===== src/rtl/downcounter9bit_timer.sv =====
// -----------------------------------------------------------------------------
// downcounter9bit_timer
//
// Loadable 9-bit down-counter/timer with one-shot and auto-reload (periodic)
// modes. A start value is loaded, the count decrements on enabled clocks, and
// a one-clock terminal-count pulse (tc) is raised on the edge where the count
// leaves 1. In periodic mode the count is refilled from the reload register
// on that edge. In one-shot mode it parks at 0 with a sticky done flag.
//
// Ports:
//   clk         counter clock, all state updates on the rising edge
//   clr         asynchronous active-high reset
//   enable      count enable, decrement only while high
//   load        synchronous load strobe, samples load_val
//   load_val    [8:0] start/reload value (0..511)
//   auto_reload 1 = periodic, 0 = one-shot; sampled at each terminal count
//   count       [8:0] current count value
//   tc          registered terminal-count pulse
//   busy        high while running
//   done        sticky one-shot completion flag
// -----------------------------------------------------------------------------
module downcounter9bit_timer #(
  parameter int RISE_DLY = 10,  // simulation-only 0->1 output delay (ns)
  parameter int FALL_DLY = 10   // simulation-only 1->0 output delay (ns)
) (
  input  logic       clk,
  input  logic       clr,
  input  logic       enable,
  input  logic       load,
  input  logic [8:0] load_val,
  input  logic       auto_reload,
  output logic [8:0] count,
  output logic       tc,
  output logic       busy,
  output logic       done
);

  // Output edge delays are applied by the simulation model wrapper around this
  // block. Here they only have to be non-negative to be meaningful.
  if (RISE_DLY < 0 || FALL_DLY < 0) begin : g_negative_delay_unsupported
  end

  typedef enum logic [1:0] {
    S_IDLE = 2'd0,
    S_RUN  = 2'd1,
    S_DONE = 2'd2
  } state_e;

  state_e     state_q, state_d;
  logic [8:0] count_q, count_d;
  logic [8:0] reload_q, reload_d;
  logic       tc_q, tc_d;

  // ---------------------------------------------------------------------------
  // State register
  // ---------------------------------------------------------------------------
  // NOTE: sequential state uses non-blocking assignments so every register
  // samples the pre-edge values of the others, independent of statement order.
  always_ff @(posedge clk or posedge clr) begin
    if (clr) begin
      state_q  <= S_IDLE;
      count_q  <= 9'd0;
      reload_q <= 9'd0;
      tc_q     <= 1'b0;
    end else begin
      state_q  <= state_d;
      count_q  <= count_d;
      reload_q <= reload_d;
      tc_q     <= tc_d;
    end
  end

  // ---------------------------------------------------------------------------
  // Next-state / datapath logic
  // ---------------------------------------------------------------------------
  // NOTE: every signal gets a default at the top of the block, so no path can
  // leave it unassigned and no latch is inferred.
  always_comb begin
    state_d  = state_q;
    count_d  = count_q;
    reload_d = reload_q;
    tc_d     = 1'b0;   // tc is a pulse: it drops unless re-raised this edge

    unique case (state_q)
      S_IDLE, S_DONE: begin
        // Both resting states accept a load the same way; enable is ignored.
        if (load) begin
          count_d  = load_val;
          reload_d = load_val;
          state_d  = (load_val != 9'd0) ? S_RUN : S_IDLE;
        end
      end

      S_RUN: begin
        if (load) begin
          // Load beats decrement; a zero load stops the timer quietly.
          count_d  = load_val;
          reload_d = load_val;
          state_d  = (load_val != 9'd0) ? S_RUN : S_IDLE;
        end else if (enable) begin
          if (count_q > 9'd1) begin
            count_d = count_q - 9'd1;
          end else if (count_q == 9'd1) begin
            // Terminal count: the 1->0 step. Periodic mode refills instead of
            // landing on 0, so reload value 1 gives tc on every enabled edge.
            tc_d = 1'b1;
            if (auto_reload) begin
              count_d = reload_q;
            end else begin
              count_d = 9'd0;
              state_d = S_DONE;
            end
          end
          // count_q == 0 cannot occur in RUN (a zero load goes to IDLE); it
          // holds rather than wrapping to 511.
        end
      end

      default: begin
        state_d = S_IDLE;
        count_d = 9'd0;
      end
    endcase
  end

  // ---------------------------------------------------------------------------
  // Outputs
  // ---------------------------------------------------------------------------
  always_comb begin
    count = count_q;
    tc    = tc_q;
    busy  = (state_q == S_RUN);
    done  = (state_q == S_DONE);
  end

endmodule


===== config.mk =====
export PLATFORM = sky130hd
export DESIGN_NAME = downcounter9bit_timer
export DESIGN_NICKNAME = d
export VERILOG_FILES = /design/src/rtl/downcounter9bit_timer.sv
export SDC_FILE = /design/constraint.sdc
export NUM_CORES = 1
export LEC_CHECK = 0
export ABC_AREA = 1
export BUFFER_PORTS_ARGS = -buffer_cell sky130_fd_sc_hd__buf_4
export CAP_MARGIN = 0
export CELL_PAD_IN_SITES_DETAIL_PLACEMENT = 1
export CELL_PAD_IN_SITES_GLOBAL_PLACEMENT = 2
export CORE_UTILIZATION = 30
export CTS_CLUSTER_DIAMETER = 50
export CTS_CLUSTER_SIZE = 16
export DETAILED_ROUTE_END_ITERATION = 10
export PLACE_DENSITY = 0.75
export SLEW_MARGIN = 20
export SYNTH_ARGS = -nofsm -noshare
export SYNTH_HDL_FRONTEND = slang
export SYNTH_SLANG_ARGS = --single-unit

===== constraint.sdc =====
create_clock -name clk -period 1.9 [get_ports clk]
set_input_delay 0.285 -clock clk [delete_from_list [all_inputs] [get_ports clk]]
set_output_delay 0.285 -clock clk [all_outputs]
set_load 0.02 [all_outputs]

After elaboration in Yosys (flattened, before gate mapping)

Cells that the tools add are included.

Input port bits: 14
Register bits: 21
Logic and storage cells: 42

$lt $le $gt $ge: 1
Reductions and logical operators: 7
Eq/ne operators: 9
Muxes and demuxes: 20
Add/subtract/negate cells: 1

Operator list:

| kind                  | number |
|---|---|
| $mux W9               | 6 |
| $pmux W9 S2           | 1 |
| $mux W2               | 6 |
| $eq A9 B1 Y1 const B  | 1 |
| $gt A9 B1 Y1 const B  | 1 |
| $ne A3 B3 Y1 const B  | 3 |
| $reduce_bool A9 Y1    | 1 |
| $sub A9 B1 Y9 const B | 1 |
| $mux W1               | 6 |
| $reduce_and A5 Y1     | 1 |
| $ne A4 B2 Y1 const B  | 1 |
| $pmux W2 S2           | 1 |
| $ne A3 B2 Y1 const B  | 1 |
| $reduce_and A3 Y1     | 1 |
| $reduce_or A3 Y1      | 1 |
| $eq A2 B1 Y1 const B  | 1 |
| $eq A2 B2 Y1 const B  | 1 |
| $logic_not A2 Y1      | 1 |
| $ne A2 B2 Y1 const B  | 1 |
| $reduce_and A2 Y1     | 1 |
| $reduce_or A2 Y1      | 1 |

Logic depth before layout (Yosys ltp)

Gate-level depths: netlist (run 1).

Word-level depth: 6
Gate-level depth with buffers: 12
Depth with buffers taken out: 12

Least setup slack after synthesis (run 1)

No wires, ideal clock.

Path type: flip-flop to flip-flop
From: register count_q[0] (netlist: count[0])
To: register count_q[8] (netlist: count[8])
Setup slack: 0.373 ns
Arrival: 1.405 ns
Stages on the path, launching flop included: 12
Clock period less this slack: 1.527 ns
Cell sequence: dfrtp_1 inv_1 ha_1 nand2_1 nor2_1 nand3_1 nand2_1 nand2_1 nand2_1 nand2_1 nand2_1 a21oi_2

Word-level cells in the longest chain between the ends: 5

RTL lines:

| element                                       | RTL line | source |
|---|---|---|
| start: declaration                            | 50       | `logic [8:0] count_q, count_d;` |
| start signal: assignment                      | 67       | `count_q <= count_d;` |
| $sub A9 B1 Y9 or $gt A9 B1 Y1 (tied branches) | 102, 101 |  |
| $mux W9                                       | 101      | `if (count_q > 9'd1) begin` |
| $mux W9                                       | 100      | `end else if (enable) begin` |
| $mux W9                                       | 95       | `if (load) begin` |
| $pmux W9 S2                                   | 84       | `unique case (state_q)` |

Several ways; a longest one is shown, not always the timed one. The select of a mux whose other input is x is not followed.
A chain may end at the register's enable or synchronous reset.

Final worst setup path (run 1)

Ends and elaborated chain as after synthesis.

==> summary.txt, run 1 <==
GRT
  – First-pass GRT wire length: 7.659 mm
  – GRT Util Overall: 0.1927
  – Initial antenna violation count: 0
  – Largest net degree at the start of global routing: 22
  – Number of global-route vias before repair: approximately 1500
  – Gr ovfl total: 0

Setup path
  – CP arrival: between 1.5 and 2 ns
  – Crit end category: flop
  – Worst r2r dst: count[8]
  – Critical path fanouts, max: 5
  – Startpoint Class: flop
  – R2R depth: 12
  – Register-to-Register Setup Slack: between 0.2 and 0.3 ns
  – WS Path Type: reg -> reg
  – Data required, critical path: 2.10 ns
  – RR Startpoint: count[0]

Min path
  – Worst hold path type: in -> async

Logic synthesis
  – Synth area leaders: dfrtp_1 36%, nand2_1 15%, inv_1 7.4%, o21ai_0 6.4%, a21oi_1 6.1%
  – Share of the synthesized area in the top cell type: 0.3556
  – Synth cell types: 30
  – Synth warn: 0
  – Cells after Synth: 220
  – Largest area contributor in the netlist: dfrtp_1
  – Syn Nets: around 240
  – Synth Cell Area: 1478 µm²
  – Async SR Flop Fraction: 1.000
  – Mean Syn Cell Area: 6.717 µm²
  – Synth Flop Type: dfrtp_1
  – EDFF count, synth: 0
  – Yosys reg bits: 21
  – Sequential share of the synthesized area: 0.3556

Placed design
  – Routability cong.: 0.7567
  – Place WS: 0.1331 ns
  – IO Port Bufs: 25
  – Post-DP HPWL: 3.543 mm

STA
  – Tightest Pin Transition: 0.4262 ns
  – Final worst setup slack: roughly 0.25 ns
  – Relative slew slack: 0.7150
  – Worst Skew: approximately 0.0084 ns
  – Final min period: 1.647 ns
  – Final worst path period share: 0.8670
  – Final Hold Fails: 0
  – Max Transition Viols Final: 0
  – F_max: 607.0 MHz
  – # setup viols final: 0
  – Setup tns final: 0 ns
  – Final Hold Slack: 0.04728 ns
  – RSZ-0062 raised after global routing: no

Floorplanning
  – IO Pins: 26
  – Row Count: 25
  – Die Area: 5210 µm²
  – Initial Util: 0.3128
  – Core Region: 4723 µm²
  – Die W: between 70 and 80 µm
  – Die Height: 72.18 µm

CTS
  – Clk_lat worst skew: 0.27 ns
  – Clock root cell: clkbuf_8
  – Clock transition at the registers of the reported paths: 0.09 ns
  – Post-CTS Setup Bufs: 0
  – CTS tree: done
  – Max Root-Sink Buffers: 2
  – CTS H-tree depth: 1
  – Post_cts resized: 0
  – Clock sinks: 21
  – Hold_buf cts: 0
  – Num CTS Buffers: 3

Pwr
  – Pwr/cell area: 790.4 nW/µm²
  – Logic pwr share: 0.385
  – Clock share of power: 0.218
  – Maximum vdd drop: around 0.00022 V
  – Lkg Pwr: between 0.9 and 1 nW
  – Sequential power share: 0.397
  – Sw Share: 0.3966
  – Internal power: between 0.8 and 0.9 mW
  – NetSw: 0.5699 mW

Final layout
  – # diodes: 0
  – Net count, final: between 200 and 300
  – Layout cells sized above 1: 0.2271
  – P&R area growth vs syn: 23.03%

Drt
  – DR vias/cell: 4.623
  – WL/cell: 14.25 µm
  – Residual DRC: 0
  – WL final: 4.530 mm
  – Drt first pass iters: 4
  – Final ANT Viol Nets: 0
  – 1st-iter DRT viols: 89
  – DR vias: between 1000 and 1500

Run status
  – Status: completed

Run
  – Max-Cap Viols: 0
==> Yosys cell counts, drive strengths merged (2+ instances only) <==
master and count:
a21oi 19, clkbuf 3, dfrtp 21, ha 2, inv 34, nand2 63
nand3 14, nand4 2, nor2 30, nor4 3, o21ai 21
==> layout by cell type (no fill, tap or decap), types with 2 or more instances in the layout <==
| master | count |
|---|---|
| a21oi_1 | 18 |
| buf_4 | 31 |
| clkbuf_8 | 3 |
| dfrtp_1 | 21 |
| inv_1 | 28 |
| inv_2 | 5 |
| nand2_1 | 59 |
| nand2_2 | 2 |
| nand2_4 | 2 |
| nand3_1 | 13 |
| nor2_1 | 23 |
| nor2_2 | 4 |
| nor2_4 | 3 |
| nor4_1 | 3 |
| o21ai_0 | 19 |
| o21ai_1 | 2 |
==> flip-flops by register name, indices dropped and copies added, names as in the netlist <==
signal    flops
count         9
reload_q      9
state_q       2
tc            1
==> power by group through the flow <==
stage / clock network [mW] / registers [mW] / logic [mW]
after CTS: 0.328 / 0.571 / 0.558
after global routing: 0.332 / 0.578 / 0.625
after detailed placement: 0 / 0.580 / 0.555
final: 0.314 / 0.570 / 0.554
after global placement: 0 / 0.577 / 0.558
after floorplan: 0 / 0.620 / 0.297
==> final cells by class <==
class / instances / area, µm²
fill: 630 / 2905
multi-input combinational: 161 / 800.8
sequential: 21 / 525.5
timing repair buffer: 31 / 232.7
inverter: 34 / 130.1
tap: 67 / 83.83
clock buffer: 4 / 45.04
==> kinds of logic (layout without fill, tap and decap cells) <==
kind of cell,count (synthesis),after routing,share of synthesized area
AO/OA/AOI/OAI,43,43,0.1567
buffers and inverters,38,69,0.1058
AND/OR/NAND/NOR,115,115,0.3590
adder cells (fa/ha/maj),2,2,0.01693
XOR/XNOR,1,1,0.005928
flip-flops,21,21,0.3556
==> stage by stage <==
step                utilization  instance area [µm²]  power [mW]  cells
finish                   0.3849                 1818       1.437    318
CTS                      0.3838                 1813       1.458    318
global route             0.3849                 1818       1.536    318
detailed placement       0.3743                 1768       1.136    314
global placement         0.3743                 1768       1.135    314
floorplan                     -                 1478      0.9171    220
==> worst max-delay path by stage <==
stage                        start        to  slack, ns
after global placement    count[0]  count[8]       0.10
after floorplan           count[0]  count[8]       0.37
final                     count[0]  count[8]       0.25
after CTS                 count[0]  count[8]       0.11
after global routing      count[0]  count[8]       0.03
after detailed placement  count[0]  count[8]       0.13
==> metal layers <==
metal / global-route usage / share of wire
met2: 0.2980 / 0.43
met3: 0.01806 / 0.022
met4: 0.05229 / 0.010
met5: 0 / 0
met1: 0.2858 / 0.53
==> critical path, stage by stage (launching register included) <==
cell and delay (ns):
dfrtp_1 0.44, inv_2 0.12, ha_2 0.22, nand2_1 0.13, nor2_2 0.16, nand2_1 0.06, nand2_1 0.06, nand2_1 0.05
nand2_1 0.06, nand2_1 0.05, nand2_1 0.05, nand2_1 0.06, a21oi_2 0.11
Power figures use the tool's default switching activity.
==> inputs of run 2 (changes only) <==
- SETUP_SLACK_MARGIN: not set -> 0.4
==> run 2 against run 1 <==
  * Via count increased by 11%
  * Sequential share of layout area down 5.1 points
  * Non-clock buffer count grew 22
  * Global-route usage grew 2.8 points
==> summary.txt, run 2 (synthesis results as in run 1) <==
Final layout
  – Most frequent cells in the layout: 54 x nand2_1, 48 x buf_4, 26 x inv_1
  – Most common cell after layout, fill and taps aside: nand2_1
  – FILL cells: 606 (-3.8%)
  – Area occupied by multi-input gates: 991.0 µm² (+24%)
  – P&R area growth vs syn: 50.80%
  – # diodes: 0 (unchanged)
  – Sequential cell area: 530.5 µm² (+0.95%)
  – Layout cells sized above 1: 0.4079 (+0.1809)
  – Net count, final: 294 (+9.7%)
  – Final Non-Filler Cells: 344 (+8.2%)

Setup path
  – Critical path fanouts, max: 6 (+1)
  – Startpoint Class: flop
  – Worst-path cell with the longest stage delay: dfrtp_1
  – Worst path max stage delay: 0.43 ns (about the same)
  – CP arrival: 1.71 ns (-0.14 ns)
  – Crit end category: flop
  – Family with the most delay on the worst path: flip-flops
  – WS Path Type: reg -> reg
  – Data required, critical path: 2.06 ns (-0.04 ns)
  – Critical Path, Cell by Cell: inv_2 -> ha_4 -> nand2_1 -> nand4_4 -> nand2_8 -> a21oi_1 -> a21oi_2
  – WP buf/inv: 1 (unchanged)

STA
  – F_max: 643.7 MHz (+6.0%)
  – Final Hold Slack: 0.04137 ns (-0.005905 ns)
  – Final worst path period share: 0.8177 (-0.04936)
  – Final Hold Fails: 0 (unchanged)
  – Max Transition Viols Final: 0 (unchanged)
  – Worst Skew: 0.01396 ns (+0.005548 ns)
  – Setup tns final: 0 ns (unchanged)
  – Tightest Pin Transition: 0.3932 ns (-0.03305 ns)
  – Final min period: 1.554 ns (-0.09378 ns)
  – RSZ-0062 raised after global routing: yes
  – Relative slew slack: 0.7378 (+0.02284)
  – # setup viols final: 0 (unchanged)

Drt
  – DR vias/cell: 4.753 (+2.8%)
  – WL final: 5.383 mm (+19%)
  – Final ANT Viol Nets: 0 (unchanged)
  – WL/cell: 15.65 µm (+9.8%)
  – 1st-iter DRT viols: 45 (-49%)
  – Residual DRC: 0 (unchanged)
  – Drt first pass iters: 4 (unchanged)
  – DR vias: 1635 (+11%)

CTS
  – CTS tree: done
  – Max Root-Sink Buffers: 2 (unchanged)
  – Clock sinks: 21 (unchanged)
  – Clk_lat worst skew: 0.28 ns (about the same)
  – CTS H-tree depth: 1 (unchanged)
  – Clock root cell: clkbuf_8
  – Num CTS Buffers: 3 (unchanged)
  – Hold_buf cts: 0 (unchanged)
  – Clock transition at the registers of the reported paths: 0.10 ns (about the same)

Placed design
  – Post-DP HPWL: 3.541 mm (about the same)
  – IO Port Bufs: 25 (unchanged)
  – Dpl cells: 314 (unchanged)
  – Routability cong.: 0.7399 (-2.2%)

Floorplanning
  – Die Height: 72.18 µm (unchanged)
  – IO Pins: 26 (unchanged)
  – Die Area: 5210 µm² (unchanged)
  – Die W: 72.18 µm (unchanged)
  – Core Region: 4723 µm² (unchanged)
  – Row Count: 25 (unchanged)
  – Initial Util: 0.3128 (unchanged)

Pwr
  – Pwr/cell area: 775.8 nW/µm² (-1.9%)
  – Maximum vdd drop: 0.0002382 V (+9.8%)
  – Lkg Pwr: 1.099 nW (+16%)

Min path
  – Worst hold path type: in -> async

GRT
  – GRT Util Overall: 0.2209 (+0.02824)
  – Initial antenna violation count: 0 (unchanged)
  – First-pass GRT wire length: 8.804 mm (+15%)
  – Largest net degree at the start of global routing: 22 (unchanged)
  – Number of global-route vias before repair: 1670 (+14%)
  – Gr ovfl total: 0 (unchanged)

Run
  – Max-Cap Viols: 0 (unchanged)

Run status
  – Status: completed
## run 2: cell type report
class | instances | area share
Multi-Input combinational cell | 164 | 0.4447
Sequential cell | 21 | 0.2381
Timing Repair Buffer | 53 | 0.1909
Inverter | 34 | 0.06176
Tap cell | 67 | 0.03762
Clock buffer | 3 | 0.01853
Timing Repair inverter | 1 | 0.005053
Clock inverter | 1 | 0.003369
## run 2: where the power goes
part           switching (mW)  internal [mW]  leakage (nW)
clock                   0.180          0.149        0.0217
sequential             0.0571          0.509         0.248
combinational           0.478          0.355         0.829
## run 2: layer usage
layer	global-route usage	part of all wire	up-vias
met2	0.3686	0.48	29
met1	0.3092	0.49	776
met4	0.05447	0.011	0
li1	-	-	824
met3	0.01806	0.022	6
met5	0	0	-
## run 2: timing repair
action	CTS	global route
gates resized for setup	36	22
buffers inserted	17	5
pin swaps	14	11
setup endpoints to repair	12	12
cloned	4	0
## run 2: worst min-delay path, delay by kind of cell
family,cells,cell delay (ns)
buffers and inverters,3,0.45
## run 2: through the flow
step	setup WS, ns	area (µm²)	utilization	power, mW
floorplan	0.4024	1479	-	0.9181
finish	0.3464	2228	0.4718	1.729
detailed placement	0.1345	1769	0.3746	1.140
CTS	0.3762	2125	0.4498	1.657
global route	0.1808	2228	0.4718	1.838
global placement	0.1572	1769	0.3746	1.133
## run 2: worst paths after layout
check	startpoint	to	slack, ns	cells past startpoint
min in group clk	load_val[1]	reload_q[1]	0.24	3
setup reg to reg	count[1]	count[7]	0.35	7
setup / recovery	count[1]	count[7]	0.35	7
max in group asynchronous	clr	count[6]	1.57	3
hold / removal	clr	count[1]	0.04	3
hold reg to reg	reload_q[7]	reload_q[7]	0.51	2
==> inputs of run 3 (changes only) <==
- ABC_AREA: 1 -> 0
- CORE_UTILIZATION: 30 -> 28
- PLACE_DENSITY: 0.75 -> 0.7
- clock period: 1.9 -> 1.3 ns (I/O delays scaled with it)
==> run 3 against run 2 <==
  * The flow now finishes with violations (negative setup slack)
  * Final cell count fell by 15%
  * Worst setup slack got worse by 1.1 ns
  * Cell area increased by 6.6%
  * Maximum frequency down 23%
  * Total power increased by 46%
  * Sequential share of layout area is 1.4 points lower
  * Non-clock buffer count increased by 34
  * First-iteration DRC count increased by 8.9%
  * Critical path type unchanged
  * Largest power group unchanged
==> summary.txt, run 3 <==
CTS
  – Num CTS Buffers: 3 (unchanged)
  – Clock transition at the registers of the reported paths: 0.08 ns (-0.02 ns)
  – Clk_lat worst skew: 0.26 ns (-0.02 ns)
  – Clock sinks: 21 (unchanged)
  – Max Root-Sink Buffers: 2 (unchanged)
  – CTS H-tree depth: 1 (unchanged)
  – CTS tree: done
  – Clock root cell: clkbuf_8

Final layout
  – FILL cells: 501 (-17%)
  – Layout cells sized above 1: 0.5537 (+0.1458)
  – # diodes: 0 (unchanged)
  – Most common cell after layout, fill and taps aside: buf_4
  – Most frequent cells in the layout: 54 x buf_4, 31 x buf_6, 28 x nand2_1
  – P&R area growth vs syn: 83.74%
  – Net count, final: 259 (-12%)
  – Final Non-Filler Cells: 294 (-15%)
  – Final Instance Area: 2375 µm² (+6.6%)

STA
  – RSZ-0062 raised after global routing: yes
  – Final worst setup slack: -0.7152 ns (-1.062 ns)
  – Max Transition Viols Final: 0 (unchanged)
  – Tightest Pin Transition: 0.6131 ns (+0.2199 ns)
  – F_max: 496.2 MHz (-23%)
  – Relative slew slack: 0.5881 (-0.1497)
  – # setup viols final: 15 (+15)
  – Final min period: 2.015 ns (+0.4616 ns)
  – Final Hold Fails: 0 (unchanged)
  – Final worst path period share: 1.550 (+0.7325)
  – Worst Skew: 0.002263 ns (-0.01169 ns)

Placed design
  – Place WS: -0.7221 ns (-0.8566 ns)
  – IO Port Bufs: 25 (unchanged)
  – Post-DP HPWL: 3.826 mm (+8.0%)
  – Routability cong.: 0.8295 (+12%)
  – Dpl cells: 267 (-15%)
  – Placed cell areas: 1871 µm² (+5.7%)

Logic synthesis
  – Sequential share of the synthesized area: 0.4066 (+0.05095)
  – EDFF count, synth: 0 (unchanged)
  – Cells after Synth: 158 (-28%)
  – Top-count cell post-synth: nand2_1
  – Syn Nets: 174 (-26%)
  – Yosys reg bits: 21 (unchanged)
  – Largest area contributor in the netlist: dfrtp_1
  – Synth Flop Type: dfrtp_1
  – Synth area leaders: dfrtp_1 41%, nand2_1 12%, a21oi_1 5.8%, o31ai_1 2.9%, and3_1 2.4%
  – Synth cell types: 39 (+30%)
  – Synth warn: 0 (unchanged)
  – Synth cell count leaders: 41 x nand2_1, 21 x dfrtp_1, 15 x a21oi_1, 8 x nor2_1, 7 x inv_1
  – Share of the synthesized area in the top cell type: 0.4066 (+0.05095)
  – Mean Syn Cell Area: 8.180 µm² (+22%)
  – Async SR Flop Fraction: 1.000 (unchanged)
  – Synth Cell Area: 1292 µm² (-13%)

Drt
  – 1st-iter DRT viols: 49 (+8.9%)
  – WL final: 5.436 mm (+0.98%)
  – DR vias: 1541 (-5.7%)
  – Drt first pass iters: 4 (unchanged)
  – DR vias/cell: 5.241 (+10%)
  – Residual DRC: 0 (unchanged)
  – WL/cell: 18.49 µm (+18%)
  – Final ANT Viol Nets: 0 (unchanged)

Setup path
  – CP arrival: 2.21 ns (+0.50 ns)
  – Crit path from: count[3]
  – Critical Path, Cell by Cell: or4_4 -> nor4_4 -> buf_4 -> o211a_4 -> buf_12 -> a32oi_2 -> nand2_1
  – Data required, critical path: 1.50 ns (-0.56 ns)
  – Critical path fanouts, max: 7 (+1)
  – Worst path max stage delay: 0.57 ns (+0.14 ns)
  – Crit end category: flop
  – WS Path Type: reg -> reg
  – Startpoint Class: flop
  – RR Startpoint: count[3]
  – Worst-path cell with the longest stage delay: or4_4

Pwr
  – Clock share of power: 0.173 (-0.017)
  – Pwr/cell area: 1060 nW/µm² (+37%)
  – Maximum vdd drop: 0.0004783 V (+100%)
  – NetSw: 0.9078 mW (+27%)
  – Lkg Pwr: 1.127 nW (+2.6%)
  – Sw Share: 0.3608 (-0.05309)
  – Tot Pwr: 2.516 mW (+46%)
  – Sequential power share: 0.319 (-0.009)
  – Logic pwr share: 0.508 (+0.026)
  – Internal power: 1.609 mW (+59%)

Run status
  – Failing checks: negative setup slack
  – Status: finished with violations

GRT
  – Grt peak-use layer: met2
  – Met3 Use GR: 0.01732 (-0.0007395)
  – Met1 GRT Util: 0.2899 (-0.01930)
  – GRT Util Overall: 0.2252 (+0.004228)
  – Initial antenna violation count: 0 (unchanged)
  – Number of global-route vias before repair: 1634 (-2.2%)
  – Met2 GRT Util: 0.4028 (+0.03414)
  – Gr ovfl total: 0 (unchanged)
  – Largest net degree at the start of global routing: 22 (unchanged)
  – First-pass GRT wire length: 8.562 mm (-2.7%)

Floorplanning
  – Die Height: 69.94 µm (-3.1%)
  – Die W: 69.94 µm (-3.1%)
  – Initial Util: 0.2948 (-0.01804)
  – Row Count: 24 (-4.0%)
  – Core Region: 4384 µm² (-7.2%)
  – IO Pins: 26 (unchanged)
  – Die Area: 4892 µm² (-6.1%)

Min path
  – Worst hold path type: in -> reg
  – Min-delay src: load_val[2]

Run
  – Max-Cap Viols: 0 (unchanged)
-- run 3: cell types whose count changed after synthesis, moves of 4 or more --
cell | before | now
nor2_1 | 24 | 8
o31ai_1 | 0 | 5
nand3_1 | 13 | 6
inv_2 | 4 | 0
nand2_1 | 59 | 41
inv_1 | 29 | 7
clkbuf_1 | 2 | 6
and3_1 | 0 | 5
o21ai_0 | 19 | 1
-- run 3: critical path: cells and delay by family, from the launching register on --
kind	cells	cell delay, ns
AO/OA/AOI/OAI	2	0.26
AND/OR/NAND/NOR	3	0.98
flip-flops	1	0.41
buffers and inverters	2	0.30
-- run 3: routing by layer --
metal | vias to the layer above | routed length (µm)
met2 | 38 | 2749
met3 | 10 | 169
met4 | 0 | 138
met1 | 759 | 2379
met5 | - | 0
li1 | 734 | -
-- run 3: timing repair --
item | in CTS | in global routing
endpoints found under the hold margin | 21 | 0
resized for setup | 40 | 29
setup buffers | 13 | 9
hold buffers | 1 | 0
setup endpoints to repair | 33 | 33
cloned | 0 | 0
pin swaps | 17 | 18
-- run 3: layout make-up --
type | instances | area [µm²] | share of cell area
multi-input combinational | 123 | 915.9 | 0.3857
timing repair buffer | 87 | 784.5 | 0.3303
sequential | 21 | 533.0 | 0.2244
tap | 52 | 65.06 | 0.02740
clock buffer | 4 | 45.04 | 0.01897
inverter | 7 | 31.28 | 0.01317
-- run 3: cells by family after synthesis --
| group | Yosys count | synth area share |
|---|---|---|
| and+or+nand+nor | 76 | 0.2778 |
| AOI/OAI and AO/OA | 41 | 0.2227 |
| adders and majority gates | 2 | 0.01936 |
| xor gates and xnor gates | 1 | 0.006778 |
| muxes | 3 | 0.02323 |
| DFF | 21 | 0.4066 |
| buffers and inverters | 14 | 0.04357 |
-- run 3: power groups by stage --
stage               registers (mW)  clock network [mW]  logic [mW]
finish                       0.803               0.436        1.28
global route                 0.810               0.487        1.37
CTS                          0.800               0.456        1.11
detailed placement           0.809                   0       0.907
global placement             0.807                   0       0.878
floorplan                    0.885                   0       0.362
-- run 3: through the flow --
step / hold WS (ns) / setup TNS, ns / util
2_1_floorplan: 0.1712 / -6.765 / -
3_3_place_gp: 0.2507 / -6.701 / 0.4267
3_5_place_dp: 0.2555 / -7.425 / 0.4267
4_1_cts: 0.1563 / -6.738 / 0.5000
5_1_grt: 0.1617 / -8.424 / 0.5417
6_report: 0.1567 / -7.127 / 0.5417
-- run 3: worst paths after layout --
kind                               end  depth (start not counted)  slack (ns)
max                           count[2]                          7       -0.72
min                        reload_q[2]                          3        0.16
max reg2reg                   count[2]                          7       -0.72
min reg2reg                reload_q[0]                          2        0.49
max in group asynchronous     count[0]                          4        0.53
min in group asynchronous  reload_q[2]                          4        0.53
